### src/rtl/instr_fetch_unit.sv
// Fetch stage: drives the program ROM address and buffers {pc, instruction} pairs
// in a small prefetch FIFO. Decode reads the FIFO over a valid/ready handshake.
module instr_fetch_unit #(
    parameter logic [31:0] RESET_VECTOR = 32'h0000_0000,
    parameter int unsigned DEPTH        = 2
) (
    input  logic        clk,
    input  logic        rst_n,
    output logic [31:0] rom_addr,
    input  logic [31:0] rom_data,
    input  logic        fetch_en,
    input  logic        redirect,
    input  logic [31:0] redirect_pc,
    output logic        misaligned,
    output logic        if_valid,
    input  logic        if_ready,
    output logic [31:0] if_instr,
    output logic [31:0] if_pc
);

    localparam int unsigned PW = (DEPTH > 1) ? $clog2(DEPTH) : 1;
    localparam int unsigned CW = PW + 1;
    localparam logic [CW-1:0] DEPTH_C = CW'(DEPTH);

    logic [31:0]   pc_q, pc_d;
    logic [PW-1:0] rd_ptr_q, rd_ptr_d;
    logic [PW-1:0] wr_ptr_q, wr_ptr_d;
    logic [CW-1:0] count_q, count_d;
    logic          misaligned_q, misaligned_d;

    logic [31:0]   slot_pc_q    [DEPTH];
    logic [31:0]   slot_instr_q [DEPTH];

    logic          push;
    logic          pop;

    assign pop  = if_valid & if_ready;
    // A full FIFO may still accept a push when the head leaves on the same edge.
    assign push = ~redirect & fetch_en & ((count_q < DEPTH_C) | pop);

    always_comb begin
        pc_d         = pc_q;
        rd_ptr_d     = rd_ptr_q;
        wr_ptr_d     = wr_ptr_q;
        count_d      = count_q;
        misaligned_d = 1'b0;

        if (redirect) begin
            // A pop in the same cycle is squashed along with everything else.
            pc_d         = {redirect_pc[31:2], 2'b00};
            rd_ptr_d     = '0;
            wr_ptr_d     = '0;
            count_d      = '0;
            misaligned_d = |redirect_pc[1:0];
        end else begin
            if (push) begin
                pc_d     = pc_q + 32'd4;
                wr_ptr_d = wr_ptr_q + PW'(1);
            end
            if (pop) begin
                rd_ptr_d = rd_ptr_q + PW'(1);
            end
            if (push && !pop) begin
                count_d = count_q + CW'(1);
            end else if (pop && !push) begin
                count_d = count_q - CW'(1);
            end
        end
    end

    always_ff @(posedge clk or negedge rst_n) begin
        if (!rst_n) begin
            pc_q         <= RESET_VECTOR;
            rd_ptr_q     <= '0;
            wr_ptr_q     <= '0;
            count_q      <= '0;
            misaligned_q <= 1'b0;
        end else begin
            pc_q         <= pc_d;
            rd_ptr_q     <= rd_ptr_d;
            wr_ptr_q     <= wr_ptr_d;
            count_q      <= count_d;
            misaligned_q <= misaligned_d;
        end
    end

    always_ff @(posedge clk or negedge rst_n) begin
        if (!rst_n) begin
            for (int i = 0; i < int'(DEPTH); i++) begin
                slot_pc_q[i]    <= '0;
                slot_instr_q[i] <= '0;
            end
        end else if (push) begin
            slot_pc_q[wr_ptr_q]    <= pc_q;
            slot_instr_q[wr_ptr_q] <= rom_data;
        end
    end

    // Head is taken straight from slot registers so decode never sees rom_data combinationally.
    assign rom_addr   = pc_q;
    assign misaligned = misaligned_q;
    assign if_valid   = (count_q != '0);
    assign if_instr   = slot_instr_q[rd_ptr_q];
    assign if_pc      = slot_pc_q[rd_ptr_q];

endmodule

### config.mk
export PLATFORM = sky130hd
export DESIGN_NAME = instr_fetch_unit
export DESIGN_NICKNAME = d
export VERILOG_FILES = /design/src/rtl/instr_fetch_unit.sv
export SDC_FILE = /design/constraint.sdc
export NUM_CORES = 1
export LEC_CHECK = 0
export ABC_AREA = 1
export BUFFER_PORTS_ARGS = -buffer_cell sky130_fd_sc_hd__buf_2
export CAP_MARGIN = 25
export CORE_ASPECT_RATIO = 1.75
export CORE_MARGIN = 4
export CORE_UTILIZATION = 40
export DETAILED_ROUTE_END_ITERATION = 10
export PLACE_DENSITY = 0.59
export SYNTH_ARGS = -nofsm -noshare
export SYNTH_HDL_FRONTEND = slang
export SYNTH_SLANG_ARGS = --single-unit
### constraint.sdc
create_clock -name clk -period 1.9 [get_ports clk]
set_input_delay 0.095 -clock clk [delete_from_list [all_inputs] [get_ports clk]]
set_output_delay 0.095 -clock clk [all_outputs]
set_load 0.05 [all_outputs]
Word-level counts from Yosys, hierarchy flattened
Cells that the tools add are included.
{ "totals": {"ff_bits": 165, "word_cells": 55, "input_bits": 69, "out_inout_bits": 98} }
{ "classes": {"n_addsub": 5, "magnitude_cmp": 4, "bitwise_logic": 7, "mux": 20, "reduce_logical": 10} }
{ "ops": {"columns": ["operator", "count"], "rows": [
  ["32-bit 2-to-1 mux", 9],
  ["64-bit bitwise mux", 2],
  ["32-bit by 3-bit adder with 32-bit output, second input constant", 1],
  ["32-bit demux with 1-bit select", 1],
  ["2-bit 2-to-1 mux", 3],
  ["2-bit nonzero test", 3],
  ["1-bit 2-to-1 mux", 5],
  ["2-bit greater-or-equal comparator, second input constant", 2],
  ["1-bit inverter with 2-bit output", 2],
  ["1-bit bitwise AND", 3],
  ["1-bit logical AND", 3],
  ["3-bit nonzero test", 1],
  ["1-bit adder, second input constant", 2],
  ["2-bit by 1-bit adder with 2-bit output, second input constant", 1],
  ["1-bit logical NOT", 2],
  ["2-bit by 1-bit less-than comparator with 1-bit output, second input constant", 1],
  ["2-bit less-than comparator, second input constant", 1],
  ["2-bit OR reduction", 1],
  ["2-bit by 1-bit subtractor with 2-bit output, second input constant", 1],
  ["1-bit inverter", 1],
  ["1-bit bitwise OR", 1]
]} }

Longest topological paths before layout
Gate-level depths: netlist (run 1).
{ "depth": {"ltp_word": 9, "mapped_depth": 10, "ltp_nobuf": 10} }

Worst setup path after synthesis (run 1)
Ideal clock, no wire load.
{ "synth_path": {"path_kind": "reg-to-reg", "start": "register pc_q[3] (netlist: rom_addr[3])", "end": "register pc_q[26] (netlist: rom_addr[26])", "period_less_slack_ns": 1.748, "arrival_ns": 1.632, "setup_time_ns": 0.116, "path_stages_with_launch": 11, "path_slack_ns": 0.152, "required_time_ns": 1.784, "path_buffers": 0, "cell_sequence": "dfrtp_1 ha_1 inv_1 nor2_1 nand2_2 nor2_8 nand3_1 nand2_1 inv_1 nand2_1 nand2_1"} }
{ "synth_between": {"elab_chain_cells": 3} }
{ "synth_rtl": {"columns": ["element", "line", "text"], "rows": [
  ["start: declaration", "25", "logic [31:0] pc_q, pc_d;"],
  ["start signal: assignment", "79", "pc_q <= pc_d;"],
  ["32-bit by 3-bit adder with 32-bit output", "57", "pc_d = pc_q + 32'd4;"],
  ["32-bit 2-to-1 mux", "56", "if (push) begin"],
  ["32-bit 2-to-1 mux", "48", "if (redirect) begin"]
]} }
No other way between the ends. The select of a mux whose other input is x is not followed.
A chain may end at the register's enable or synchronous reset.

Worst setup path after layout (run 1)
{ "layout_path": {"start": "register rd_ptr_q", "end": "output port if_pc[31]"} }
{ "layout_between": {"elab_chain_cells": 4} }
{ "layout_rtl": {"columns": ["element", "line", "text"], "rows": [
  ["start: declaration", "26", "logic [PW-1:0] rd_ptr_q, rd_ptr_d;"],
  ["start signal: assignment", "80", "rd_ptr_q <= rd_ptr_d;"],
  ["1-bit inverter with 2-bit output (implied by the code)", "104", "assign if_pc = slot_pc_q[rd_ptr_q];"],
  ["32-bit 2-to-1 mux (implied by the code) (3 in a row)", "104", null],
  ["end: declaration", "18", "output logic [31:0] if_pc"]
]} }
No other way between the ends. The select of a mux whose other input is x is not followed.

==> impl_metrics.env, run 1 <==
export IMPL_power_leakage_uw=0.005406
export IMPL_drive_above_1_share_pct=18.13
export IMPL_grt_max_degree=79
export IMPL_yosysUniqueCellTypes=33
export IMPL_io_buffers=162
export IMPL_whs_path_depth=3
export IMPL_viasPerCell=4.787
export IMPL_fp_dieH_um=193.2
export IMPL_die_w_um=113.8
export IMPL_ir_drop_mv=0.6097
export IMPL_grt_usage_pct=20.37
export IMPL_clk_path_buf_depth=2
export IMPL_numCtsBuffers=17
export IMPL_finalSetupViolations=0
export IMPL_clk_pin_slew_ps=70
export IMPL_grt_pass1_wl_um=35410
export IMPL_synth_edf_count=0
export IMPL_fp_row_count=67
export IMPL_ys_warn_count=0
export IMPL_clockRootBuffer="clkbuf_16"
export IMPL_path_common_cell="nand2_1"
export IMPL_cp_end_kind="output port"
export IMPL_start_kind="flip-flop"
export IMPL_cp_arrival_ps=1690
export IMPL_final_antenna_net_count=0
export IMPL_initial_core_util_pct=40.83
export IMPL_syn_area_um2=7838
export IMPL_required_ps=1800
export IMPL_syn_area_per_cell_um2=7.529
export IMPL_finalSetupTns_ps=0
export IMPL_layout_common_cells="nand2_1, buf_2, dfrtp_1, o21ai_1, inv_1"
export IMPL_htreeDepth=4
export IMPL_place_congestion=0.8928
export IMPL_finalCriticalPeriod_ps=1786
export IMPL_grt_pass1_vias=7048
export IMPL_fmax_mhz=559.9
export IMPL_nets=1320
export IMPL_syn_inst=1041
export IMPL_layout_commonest_cell="nand2_1"
export IMPL_nFillCells=1942
export IMPL_reg2reg_depth=7
export IMPL_status="complete, no violations"
export IMPL_clock_skew_ps=8.276
export IMPL_drv_slew=0
export IMPL_dp_hpwl_um=15010
export IMPL_dr_pass1_iters=5
export IMPL_r2r_end="rom_addr[16]"
export IMPL_crit_path_cell_trace="inv_2 -> buf_6 -> nand2_1 -> nand2_1 -> buf_2"
export IMPL_ios=167
export IMPL_wl_per_cell_um=14.51
export IMPL_syn2layout_area_growth_pct=29.23
export IMPL_period_share_pct=94.00
export IMPL_cts_tree="done"
export IMPL_path_class="reg2out"
export IMPL_hold_viol_final=0
export IMPL_place_ws_ps=188.4
export IMPL_p_per_area_nw_per_um2=1330
export IMPL_die_area_um2=21990
export IMPL_crit_reg2reg_launch="rom_addr[3]"
export IMPL_hold_class="in2reg"
export IMPL_synth_main_ff_cell="dfrtp_1"
export IMPL_r2r_setup_slack_ps=160
export IMPL_clock_latency_ps=420
export IMPL_drc=0
export IMPL_final_util_pct=52.76
export IMPL_layout_setup_ws_ps=114.1
export IMPL_ff_latch_area_um2=3980
export IMPL_hold_path_end="misaligned"
export IMPL_grt_overflow_total=0
export IMPL_coreArea_um2=19200
export IMPL_slowest_delay_ps=430
export IMPL_maxCapViolCount=0
export IMPL_ys_seq_area_share_pct=50.77
export IMPL_rsz0062_at_grt="no"
export IMPL_drt_initial_drc_count=538
export IMPL_hold_start="redirect"
export IMPL_routed_wl_um=21820
export IMPL_cp_slowest_cell="dfrtp_2"
export IMPL_finalPower_uw=13470
export IMPL_clkSinkCount=159
export IMPL_ys_seq_elements=159
export IMPL_vias=7199
export IMPL_antennaDiodeCount=0
export IMPL_multi_input_area_um2=3177
export IMPL_async_flop_share_pct=100.0
export IMPL_antenna_found_initial=0
export IMPL_crit_fanout=34
## stage by stage
step	cell area, um2	hold WS (ps)	instances
after floorplan	7849	-200.6	1044
after global placement	8865	75.59	1410
after detailed placement	8865	79.53	1410
after CTS	10130	1.839	1504
after global routing	10130	7.582	1504
final	10130	9.228	1504
## how the worst max path moves through the flow
stage / cells past startpoint / to / startpoint / slack (ps)
after global routing: 5 / if_pc[31] / rd_ptr_q / 7
after CTS: 5 / if_pc[31] / rd_ptr_q / 50
after global placement: 7 / rom_addr[21] / rom_addr[8] / 180
after detailed placement: 7 / rom_addr[16] / rom_addr[2] / 190
after floorplan: 10 / rom_addr[26] / rom_addr[3] / 150
final: 5 / if_pc[31] / rd_ptr_q / 110
## logic make-up after synthesis
logic type / count (synthesis) / share of synthesized area, %
DFF: 159 / 50.77
buffers and inverters: 147 / 8.844
and+or+nand+nor: 555 / 27.86
xor gates and xnor gates: 6 / 0.6705
other: 1 / 0.04785
adders and majority gates: 1 / 0.1596
AOI/OAI and AO/OA: 172 / 11.65
## cell type report
type / count / area share (%)
well taps: 241 / 2.977
clock inverters: 12 / 1.804
flip-flops and latches: 159 / 39.30
clock buffers: 20 / 4.509
repair buffers: 239 / 16.45
multi-input cells: 738 / 31.36
inverters: 95 / 3.595
## critical path, delay by kind of cell, from the launching register on
family,cells,cell delay [ps]
buf+inv,3,650
flops,1,430
simple gates,2,210
## power breakdown
| part | internal [uW] | leakage, uW | switching [uW] | total (uW) |
|---|---|---|---|---|
| registers | 4360 | 0.00198 | 579 | 4940 |
| logic | 1310 | 0.00311 | 3530 | 4840 |
| clock network | 2280 | 0.000315 | 1400 | 3690 |
## registers in the layout, indices dropped and copies added (netlist names)
signal        flops
count_q           2
misaligned        1
rd_ptr_q          1
rom_addr         30
slot_instr_q     64
slot_pc_q        60
wr_ptr_q          1
## cell usage after synthesis, types with 6 or more instances
master | count | area, um2
buf_2 | 8 | 40.04
clkbuf_1 | 22 | 82.58
nor2_1 | 47 | 176.4
nand3_1 | 23 | 115.1
nand2_1 | 468 | 1757
o21ai_1 | 106 | 530.5
nor2_2 | 6 | 37.54
buf_6 | 14 | 157.7
inv_1 | 92 | 345.3
o21ai_0 | 43 | 215.2
dfrtp_1 | 159 | 3979
## metal layers
layer | track usage [%] | vias to the layer above | wire [um] | share of wire [%]
met4 | 9.922 | 0 | 922 | 4.2
met5 | 0 | - | 0 | 0
met3 | 2.748 | 40 | 848 | 3.9
met1 | 24.76 | 3328 | 9039 | 41
li1 | - | 3645 | - | -
met2 | 35.43 | 186 | 11010 | 50
## what timing repair did
action                     in CTS  in global routing
hold endpoints to repair      146                  0
hold buffers                   62                  0
buffers inserted                0                  0
resized for setup               1                  0
setup endpoints to repair       2                  0
Power figures use the tool's default switching activity.
==> inputs of run 2 (changes only) <==
- GPL_TIMING_DRIVEN: default -> 0
- PLACE_DENSITY: 0.59 -> default
- PLACE_DENSITY_LB_ADDON: default -> 0.2
- clock period: 1.9 -> 1.5 ns (I/O delays scaled with it)
==> impl_metrics.env, run 2 (synthesis gave the netlist of run 1 again) <==
export IMPL_status="complete, but fails checks"
export IMPL_violations="setup timing"
export IMPL_grt_overflow_total=0
export IMPL_clk_pin_slew_ps=60
export IMPL_fin_area_um2=11530
export IMPL_cp_end_kind="output port"
export IMPL_drc=0
export IMPL_rsz0062_at_grt="yes"
export IMPL_grt_pass1_wl_um=39680
export IMPL_wl_per_cell_um=15.99
export IMPL_fp_row_count=67
export IMPL_required_ps=1420
export IMPL_holdWs_ps=17.25
export IMPL_cp_slowest_cell="dfrtp_1"
export IMPL_clock_latency_ps=420
export IMPL_grt_max_degree=85
export IMPL_layout_commonest_cell="nand2_1"
export IMPL_ff_latch_area_um2=3999
export IMPL_numCtsBuffers=17
export IMPL_maxCapViolCount=0
export IMPL_power_leakage_uw=0.005836
export IMPL_dr_pass1_iters=7
export IMPL_finalSetupViolations=63
export IMPL_ios=167
export IMPL_dp_cells=1447
export IMPL_htreeDepth=4
export IMPL_largest_register_ffs=64
export IMPL_layout_setup_ws_ps=-116.9
export IMPL_hold_viol_final=0
export IMPL_ir_drop_mv=0.8755
export IMPL_coreArea_um2=19200
export IMPL_place_congestion=0.9197
export IMPL_fp_dieH_um=193.2
export IMPL_nFillCells=1816
export IMPL_start_kind="flip-flop"
export IMPL_slowest_delay_ps=400
export IMPL_die_w_um=113.8
export IMPL_finalCriticalPeriod_ps=1617
export IMPL_dpl_cell_area_um2=9024
export IMPL_largest_register="slot_instr_q"
export IMPL_drv_slew=0
export IMPL_viasPerCell=4.915
export IMPL_antenna_found_initial=0
export IMPL_drive_above_1_share_pct=28.52
export IMPL_worst_slew_pin_slew_ps=691.1
export IMPL_grt_usage_pct=23.23
export IMPL_layout_common_cells="nand2_1, dfrtp_1, o21ai_1, buf_2, inv_1"
export IMPL_vias=7682
export IMPL_clockRootBuffer="clkbuf_16"
export IMPL_syn2layout_area_growth_pct=47.06
export IMPL_io_buffers=161
export IMPL_die_area_um2=21990
export IMPL_cp_arrival_ps=1540
export IMPL_crit_fanout=10
export IMPL_initial_core_util_pct=40.83
export IMPL_dp_hpwl_um=17720
export IMPL_hold_class="in2reg"
export IMPL_period_share_pct=107.8
export IMPL_clkSinkCount=159
export IMPL_grt_pass1_vias=7628
export IMPL_p_per_area_nw_per_um2=1633
export IMPL_path_class="reg2out"
export IMPL_nets=1379
export IMPL_multi_input_area_um2=3510
export IMPL_cts_tree="done"
export IMPL_clk_path_buf_depth=2
export IMPL_antennaDiodeCount=0
export IMPL_routed_wl_um=25000
export IMPL_place_ws_ps=-348.5
export IMPL_clock_skew_ps=9.350
export IMPL_relSlewSlack_pct=53.93
export IMPL_crit_path_cell_trace="buf_12 -> inv_12 -> clkbuf_16 -> nand2_1 -> nand2_2 -> buf_8"
export IMPL_fin_cells=1563
export IMPL_final_antenna_net_count=0
export IMPL_fmax_mhz=618.5
export IMPL_drt_initial_drc_count=480
run 2: changes by cell type in the layout (fill, tap and decap cells not counted), sizes merged:
cell         before  now
buf             177  208
clkbuf           20   42
clkinv            6    3
clkinvlp          0    4
dlygate4sd3      62   67
run 2: per-stage QoR:
step	power [uW]	utilization (%)	TNS, ps
after CTS	18660	58.10	-6934
after detailed placement	12500	47.01	-16480
after global routing	19840	60.04	-9468
after floorplan	10900	-	-19.98
after global placement	12380	46.81	-357930
final	18820	60.04	-5234
run 2: final timing paths:
path | startpoint | endpoint | slack [ps] | cells after the start
worst min-delay path | if_ready | rd_ptr_q | 20 | 3
worst max-delay path | rd_ptr_q | if_pc[20] | -120 | 6
max in group asynchronous | rst_n | rom_addr[27] | 410 | 3
worst min register to register | slot_pc_q[8] | slot_pc_q[8] | 490 | 2
min in group asynchronous | rst_n | misaligned | 240 | 2
worst max register to register | rom_addr[2] | rom_addr[26] | -20 | 10
run 2: final cells by class:
type	count	share of cell area, %
clock buffer	20	3.962
timing repair inverter	1	0.07599
sequential	159	34.69
inverter	95	3.387
clock inverter	12	1.585
tap	241	2.616
buffer	52	4.690
timing repair buffer	245	18.54
multi-input combinational	738	30.45
run 2: power breakdown:
part	switching, uW	internal [uW]	total (uW)
clock network	1800	2890	4690
registers	761	5540	6300
logic	4960	2880	7840
run 2: what timing repair did:
| action | in CTS | in global routing |
|---|---|---|
| hold buffers | 67 | 0 |
| pin swaps | 4 | 13 |
| endpoints found under the setup margin | 137 | 186 |
| resized for setup | 235 | 94 |
| buffers inserted | 4 | 11 |
| endpoints found under the hold margin | 170 | 0 |
| cloned | 2 | 0 |
run 2: worst max-delay path, delay by kind of cell, from the launching register on:
family                 cells  cell delay (ps)
buffers and inverters      4              560
flip-flops                 1              400
AND/OR/NAND/NOR            2              150
run 2: metal layers:
layer | global-route usage, % | up-vias | part of all wire (%)
met5 | 0 | - | 0
met4 | 11.93 | 0 | 4.3
met3 | 3.061 | 46 | 3.6
met2 | 42.35 | 190 | 54
met1 | 26.30 | 3669 | 38
li1 | - | 3777 | -
==> inputs of run 3 (changes only) <==
- MAX_ROUTING_LAYER: default -> met4
==> impl_metrics.env, run 3 (synthesis gave the netlist of run 1 again) <==
export IMPL_crit_reg2reg_launch="rom_addr[2]"
export IMPL_reg2reg_depth=10
export IMPL_period_share_pct=108.2
export IMPL_syn2layout_area_growth_pct=47.06
export IMPL_r2r_end="rom_addr[26]"
export IMPL_io_buffers=161
export IMPL_die_area_um2=21990
export IMPL_fp_row_count=67
export IMPL_drv_slew=0
export IMPL_final_antenna_net_count=0
export IMPL_cp_end_kind="output port"
export IMPL_layout_commonest_cell="nand2_1"
export IMPL_wl_per_cell_um=15.97
export IMPL_dr_pass1_iters=7
export IMPL_ff_latch_area_um2=3999
export IMPL_largest_register="slot_instr_q"
export IMPL_hold_class="in2reg"
export IMPL_status="complete, but fails checks"
export IMPL_dpl_cell_area_um2=9024
export IMPL_nFillCells=1816
export IMPL_hold_path_end="rd_ptr_q"
export IMPL_violations="setup timing"
export IMPL_coreArea_um2=19200
export IMPL_viasPerCell=4.878
export IMPL_path_class="reg2out"
export IMPL_crit_path_cell_trace="buf_12 -> inv_12 -> clkbuf_16 -> nand2_1 -> nand2_2 -> buf_8"
export IMPL_ios=167
export IMPL_crit_fanout=10
export IMPL_cp_arrival_ps=1550
export IMPL_place_congestion=0.9384
export IMPL_ir_drop_mv=0.8903
export IMPL_fmax_mhz=616.1
export IMPL_antennaDiodeCount=0
export IMPL_finalSetupViolations=63
export IMPL_initial_core_util_pct=40.83
export IMPL_cp_depth=6
export IMPL_dp_hpwl_um=17720
export IMPL_numCtsBuffers=17
export IMPL_place_ws_ps=-348.5
export IMPL_cp_buffers_inverters=4
export IMPL_r2r_setup_slack_ps=-20
export IMPL_whs_path_depth=3
export IMPL_clk_path_buf_depth=2
export IMPL_clock_latency_ps=430
export IMPL_required_ps=1420
export IMPL_rsz0062_at_grt="yes"
export IMPL_layout_setup_ws_ps=-123.1
export IMPL_clockRootBuffer="clkbuf_16"
export IMPL_worst_slew_pin_slew_ps=697.0
export IMPL_fp_dieH_um=193.2
export IMPL_critPathTopFamily="buffers and inverters"
export IMPL_clkSinkCount=159
export IMPL_p_per_area_nw_per_um2=1633
export IMPL_holdWs_ps=12.49
export IMPL_relSlewSlack_pct=53.53
export IMPL_drc=0
export IMPL_grt_max_degree=85
export IMPL_clock_skew_ps=11.22
export IMPL_finalPower_uw=18820
export IMPL_multi_input_area_um2=3510
export IMPL_slowest_delay_ps=400
export IMPL_cts_tree="done"
export IMPL_htreeDepth=4
export IMPL_hold_viol_final=0
export IMPL_power_leakage_uw=0.005835
export IMPL_layout_common_cells="nand2_1, dfrtp_1, o21ai_1, buf_2, inv_1"
export IMPL_grt_pass1_wl_um=39650
export IMPL_drt_initial_drc_count=499
export IMPL_antenna_found_initial=0
export IMPL_die_w_um=113.8
export IMPL_nets=1379
export IMPL_largest_register_ffs=64
export IMPL_start_kind="flip-flop"
export IMPL_fin_area_um2=11530
export IMPL_maxCapViolCount=0
export IMPL_clk_pin_slew_ps=60
export IMPL_hold_start="if_ready"
export IMPL_routed_wl_um=24960
export IMPL_cp_slowest_cell="dfrtp_1"
export IMPL_grt_pass1_vias=7616
export IMPL_vias=7624
export IMPL_finalCriticalPeriod_ps=1623
export IMPL_drive_above_1_share_pct=28.52
export IMPL_grt_overflow_total=0
export IMPL_grt_usage_pct=23.91
## run 3: cell counts in the layout (fill, tap and decap cells not counted)
Identical to the previous run, type by type.
## run 3: routing by layer
layer	up-vias	GRT usage (%)	routed length (um)
met4	0	12.21	1141
met3	52	2.873	858
met5	-	-	0
met2	181	42.35	13390
met1	3620	26.26	9571
li1	3771	-	-
## run 3: metrics by stage
step                TNS (ps)  util [%]  std cells
floorplan             -19.98         -       1044
global placement     -357930     46.81       1446
detailed placement    -16480     47.01       1447
CTS                    -6934     58.10       1552
global route           -9410     60.04       1563
finish                 -5518     60.04       1563
## run 3: cell type report
type                       instances  share of cell area, %
clock inverter                    12                  1.585
tap                              241                  2.616
clock buffer                      20                  3.962
inverter                          95                  3.387
sequential                       159                  34.69
buffer                            52                  4.690
timing repair buffer             245                  18.54
timing repair inverter             1                0.07599
multi-input combinational        738                  30.45
## run 3: timing repair
| item | 4_1_cts | 5_1_grt |
|---|---|---|
| gates resized for setup | 235 | 94 |
| pin swaps | 4 | 13 |
| gates cloned | 2 | 0 |
| setup endpoints to repair | 137 | 186 |
| hold buffers | 67 | 0 |
| buffers inserted | 4 | 11 |
| hold endpoints to repair | 170 | 0 |
## run 3: worst max-delay path by stage
stage / end / start / slack (ps)
2_1_floorplan: rom_addr[26] / rom_addr[2] / -20
3_3_place_gp: rom_addr[5] / rst_n / -2430
3_5_place_dp: if_pc[9] / rd_ptr_q / -350
4_1_cts: if_pc[19] / rd_ptr_q / -140
5_1_grt: if_pc[21] / rd_ptr_q / -170
6_report: if_pc[20] / rd_ptr_q / -120
## run 3: worst register-to-register path, delay by kind of cell (launching register included)
kind	cells	cell delay [ps]
flops	1	440
fa+ha+maj	1	210
buf+inv	2	90
simple gates	7	700
## run 3: power breakdown
part | total [uW] | switching, uW | internal [uW]
sequential | 6290 | 758 | 5540
combinational | 7830 | 4950 | 2880
clock | 4700 | 1810 | 2890
total | 18800 | 7520 | 11300
